===== config.mk =====
export PLATFORM = sky130hd
export DESIGN_NAME = return_stack
export DESIGN_NICKNAME = d
export VERILOG_FILES = /design/src/rtl/return_stack.sv
export SDC_FILE = /design/constraint.sdc
export NUM_CORES = 1
export LEC_CHECK = 0
export CAP_MARGIN = 20
export CORE_UTILIZATION = 60
export CTS_CLUSTER_SIZE = 25
export DETAILED_ROUTE_END_ITERATION = 8
export PLACE_DENSITY = 0.81
export SLEW_MARGIN = 30
export SYNTH_ARGS = -nofsm -noshare
export SYNTH_HDL_FRONTEND = slang
export SYNTH_SLANG_ARGS = --single-unit

===== constraint.sdc =====
create_clock -name clk -period 6.7 [get_ports clk]
set_input_delay 1.34 -clock clk [delete_from_list [all_inputs] [get_ports clk]]
set_output_delay 1.34 -clock clk [all_outputs]
set_load 0.03 [all_outputs]

===== src/rtl/return_stack.sv =====
// return_stack: LIFO return-address stack with sticky overflow/underflow flags; define RETURN_STACK_WRAP_EN to overwrite the oldest entry on a full push
module return_stack #(
  parameter int DEPTH  = 8,
  parameter int ADDR_W = 12
) (
  input  logic                       clk,
  input  logic                       rst_n,
  input  logic                       push_stack,
  input  logic                       pop_stack,
  input  logic [ADDR_W-1:0]          push_addr,
  input  logic                       err_clr,
  output logic [ADDR_W-1:0]          top_addr,
  output logic [$clog2(DEPTH+1)-1:0] count,
  output logic                       empty,
  output logic                       full,
  output logic                       overflow,
  output logic                       underflow
);
  localparam int SP_W = $clog2(DEPTH);
  localparam int CW   = $clog2(DEPTH+1);
`ifdef RETURN_STACK_WRAP_EN
  localparam bit WRAP = 1'b1;
`else
  localparam bit WRAP = 1'b0;
`endif
  logic [ADDR_W-1:0] mem [DEPTH];
  logic [SP_W-1:0]   sp, sp_m1;
  logic              replace, do_push, do_pop, inc_cnt, set_ovf, set_unf;
  assign sp_m1    = sp - SP_W'(1);
  assign empty    = count == '0;
  assign full     = count == CW'(DEPTH);
  assign top_addr = empty ? '0 : mem[sp_m1];
  assign replace  = push_stack && pop_stack && !empty;
  assign do_push  = push_stack && (!pop_stack || empty) && (!full || WRAP);
  assign do_pop   = pop_stack && !push_stack && !empty;
  assign inc_cnt  = do_push && !full;
  assign set_ovf  = push_stack && !pop_stack && full;
  assign set_unf  = pop_stack && empty;
  always_ff @(posedge clk or negedge rst_n) begin
    if (!rst_n) begin
      sp        <= '0;
      count     <= '0;
      overflow  <= 1'b0;
      underflow <= 1'b0;
      for (int i = 0; i < DEPTH; i++) mem[i] <= '0;
    end else begin
      if (replace) mem[sp_m1] <= push_addr;
      if (do_push) mem[sp] <= push_addr;
      sp        <= do_push ? sp + SP_W'(1) : do_pop ? sp_m1 : sp;
      count     <= inc_cnt ? count + CW'(1) : do_pop ? count - CW'(1) : count;
      overflow  <= set_ovf | (overflow & ~err_clr);
      underflow <= set_unf | (underflow & ~err_clr);
    end
  end
endmodule


== Word level (Yosys, flattened, before mapping) ==
Index checks and enable logic that the tools add are counted.

* $add $sub $neg: 4
* Magnitude comparators: 4
* Equal/unequal tests: 1
* Muxes and demuxes: 16
* Bitwise operators: 7
* Reduce and logical (&&, ||, !) cells: 20

{| class="wikitable"
|+ Operators by type and width
! cell !! number
|-
| $bwmux W96 || 2
|-
| $mux W96 || 2
|-
| $demux W12 S3 || 2
|-
| $mux W12 || 5
|-
| $bmux W12 S3 || 1
|-
| $logic_and A1 B1 Y1 || 12
|-
| $ge A4 B4 Y1 const B || 2
|-
| $lt A4 B1 Y1 const B || 2
|-
| $mux W4 || 2
|-
| $not A3 Y4 || 2
|-
| $mux W3 || 2
|-
| $add A4 B1 Y4 const B || 1
|-
| $eq A4 B4 Y1 const B || 1
|-
| $logic_not A1 Y1 || 4
|-
| $logic_not A4 Y1 || 1
|-
| $reduce_bool A2 Y1 || 2
|-
| $sub A4 B1 Y4 const B || 1
|-
| $add A3 B1 Y3 const B || 1
|-
| $sub A3 B1 Y3 const B || 1
|-
| $and A1 B1 Y1 || 2
|-
| $or A1 B1 Y1 || 2
|-
| $logic_or A1 B1 Y1 || 1
|-
| $not A1 Y1 || 1
|}

* Register bits after elaboration: 105
* Bits of input ports: 17
* Output and inout port bits: 20
* Logic and storage cells: 64

== Longest topological paths before layout ==
* Depth in word-level cells: 10
* Depth in mapped cells: 10

== Least setup slack after synthesis ==
No wires, ideal clock.

* Path type: reg-to-output
* Start: register sp[1]
* End: output port top_addr[10]
* Data arrival time: 2.298 ns
* Slack: 3.062 ns
* Stages on the path, launching flop included: 8
* Path through: dfrtp_1 -> inv_1 -> ha_1 -> clkbuf_1 -> clkbuf_1 -> mux4_2 -> nand2_1 -> a21oi_1

* Longest elaborated chain between the ends: 6

{| class="wikitable"
|+ Ends and longest elaborated chain
! item !! line !! text
|-
| start: declaration || 27 || <nowiki>logic [SP_W-1:0] sp, sp_m1;</nowiki>
|-
| start signal: assignment || 49 || <nowiki>sp <= do_push ? sp + SP_W'(1) : do_pop ? sp_m1 : sp;</nowiki>
|-
| $sub A3 B1 Y3 || 29 || <nowiki>assign sp_m1 = sp - SP_W'(1);</nowiki>
|-
| $not A3 Y4 (implied by the code) || 32 || <nowiki>assign top_addr = empty ? '0 : mem[sp_m1];</nowiki>
|-
| $bmux W12 S3 || 32 ||
|-
| $mux W12 (implied by the code) (2 in a row) || 32 ||
|-
| $mux W12 || 32 ||
|-
| end: declaration || 12 || <nowiki>output logic [ADDR_W-1:0] top_addr,</nowiki>
|}

No other way between the ends. The select of a mux whose other input is x is not followed.

== Worst setup path after layout ==
* Start: register sp[1]
* End: output port top_addr[7]

The elaborated chain is that of the path after synthesis.

==> results.toml <==
[critical_path]
startpoint_type = "flip-flop"
path_max_fanout = 23
crit_chain = "inv_1 -> ha_1 -> buf_4 -> mux4_2 -> nand2_1 -> a21oi_1 -> clkdlybuf4s50_1"
cp_slowest_cell = "clkdlybuf4s50_1"
cp.arrival_ns = 3.09
critPathCaptureType = "output pin"
path_class = "reg -> out"
path_buf_inv = 3
critical-path-top-delay-family = "buffers and inverters"
required_ns = 5.36
slowest_delay_ns = 0.70
r2r_slack_ns = 3.60

[place]
placement.io_buffers = 36
dp.cells = 467
hpwl_um = 6300
routabilityCongestion = 0.793

[grt]
grt_pass1_vias = 3084
grt_remaining_overflow = 0
grt_antenna_before_repair = 0
grt_max_degree = 67
grt_util_all_layers = 0.255
grt_pass1_wl_um = 16400

[power]
p_per_area_nw_per_um2 = 603
power.leakage_nw = 2.35
ir_drop_v = 0.000441
power.total_mw = 3.39

[final_layout]
layout_common_cells = "dfrtp_1, mux2_2, clkdlybuf4s50_1, nand2_1, mux4_2"
drive_above_1_share = 0.415
final_cells = 485
multi_input_area_um2 = 2210
seqCellArea_um2 = 2630
final_nets = 398
utilization = 0.714
layout_commonest_cell = "dfrtp_1"
nFillCells = 507
antennaDiodeCount = 0
syn_to_final_growth_pct = 13.2

[clocking]
post_cts_resized = 0
htree_levels = 3
clock_latency_ns = 0.38
path_clk_slew_ns = 0.11
cts_setup_buffers = 0
clock_path_buffers = 2
cts_tree = "yes"
cts-root-buf = "clkbuf_8"
ctsHoldBuffers = 0
cts_buffers = 9
clock-sinks = 105

[sta]
finalHoldViolCount = 0
fin_skew_ns = 0.0209
timing.fmax_mhz = 226
hold_ws_ns = 0.510
period_share = 0.661
drv_slew = 0
rsz0062_at_grt = "false"
max_slew.worst_pin.slew_ns = 0.947
fin_crit_ns = 4.43
setup_violations = 0
slew_headroom = 0.369
setup_tns_ns = 0

[synth]
synth_edf_count = 0
synth_area_leaders = "dfrtp_1, mux2_2, mux4_2"
syn-instance-count = 338
syn-cell-area_um2 = 4980
yosys.area.top_type = "dfrtp_1"
ys_seq_area_frac = 0.528
synthArstFlopShare = 1.00
synthFlopType = "dfrtp_1"
avgSynthCellArea_um2 = 14.7
synth_warnings = 0
synth.top_cell.area_share = 0.528
syn-num-nets = 358
netlist-cell-type-count = 34
ys_ff_latch = 105

[drt]
ant_nets = 0
vias = 3021
viasPerCell = 6.23
first_pass_iters = 5
drc = 0
wirelength_um = 9890
routedWlPerCell_um = 20.4
first_iter_violations = 139

[floorplanning]
core_um2 = 7890
fp.dieW_um = 93.1
num_rows = 32
io_pins = 37
dieArea_um2 = 8670
dieHeight_um = 93.1
initial_utilization = 0.631

[job]
max-cap-violations = 0

[hold_path]
hold_class = "reg -> reg"

[run_status]
status = "finished, final reports clean"
layer usage:
metal,global-route usage,vias to the layer above,part of all wire
met5,0,-,0
met4,0.0718,0,0.0095
met3,0.0667,11,0.046
met2,0.405,73,0.49
met1,0.351,1598,0.45
li1,-,1339,-
cells in the mapped netlist (2+ instances only):
| master | instances |
|---|---|
| dfrtp_1 | 105 |
| mux4_2 | 24 |
| mux2_1 | 2 |
| mux2_2 | 96 |
| nor3_2 | 4 |
| nand2_1 | 27 |
| o21bai_1 | 2 |
| buf_4 | 5 |
| ha_1 | 3 |
| a21oi_1 | 12 |
| clkbuf_1 | 6 |
| xnor2_1 | 6 |
| a22oi_1 | 4 |
| nor3_1 | 4 |
| inv_1 | 6 |
| buf_6 | 3 |
| a22o_1 | 2 |
| buf_2 | 5 |
| a32oi_2 | 3 |
| nor2_1 | 5 |
layout make-up:
class	instances	area share
sequential	105	0.467
timing repair buffer	48	0.0804
clock buffer	10	0.0227
clock inverter	6	0.0115
multi-input combinational	207	0.392
tap	102	0.0227
inverter	7	0.00466
registers in the layout, indices dropped and copies added, names as in the netlist:
| register | cells |
|---|---|
| mem | 96 |
| count | 4 |
| sp | 3 |
| overflow | 1 |
| underflow | 1 |
worst register-to-register path, stage by stage (launching register included):
cell and delay (ns):
dfrtp_1 0.42, inv_1 0.11, ha_1 0.55, buf_4 0.41
nor2_1 0.11, a22oi_1 0.74, buf_4 0.32, mux2_2 0.35
power breakdown:
group / leakage, nW / total (mW) / switching [mW] / internal (mW)
sequential: 1.26 / 1.14 / 0.185 / 0.952
combinational: 0.990 / 1.88 / 0.921 / 0.955
clock: 0.0985 / 0.382 / 0.235 / 0.148
path summary, 6_finish.rpt:
kind	depth (start not counted)	to	start
min reg2reg	1	mem[5]	mem[5]
max in group asynchronous	2	sp[0]	rst_n
max	7	top_addr[7]	sp[1]
min in group asynchronous	1	overflow	rst_n
min	1	mem[5]	mem[5]
max reg2reg	7	mem[16]	sp[1]
logic make-up after synthesis:
kind of cell	count (synthesis)	synth area share
DFF	105	0.528
adders and majority gates	3	0.00754
buffers and inverters	26	0.0292
xor gates and xnor gates	7	0.0123
muxes	122	0.330
AOI/OAI and AO/OA	29	0.0440
and+or+nand+nor	46	0.0490
stage by stage:
stage | area (µm²) | worst slack [ns]
after global placement | 5410 | 2.75
after detailed placement | 5420 | 2.67
final | 5630 | 2.27
after floorplan | 4980 | 3.06
after CTS | 5610 | 2.25
after global routing | 5630 | 2.20
No activity file was read; power rests on OpenSTA's default activity.
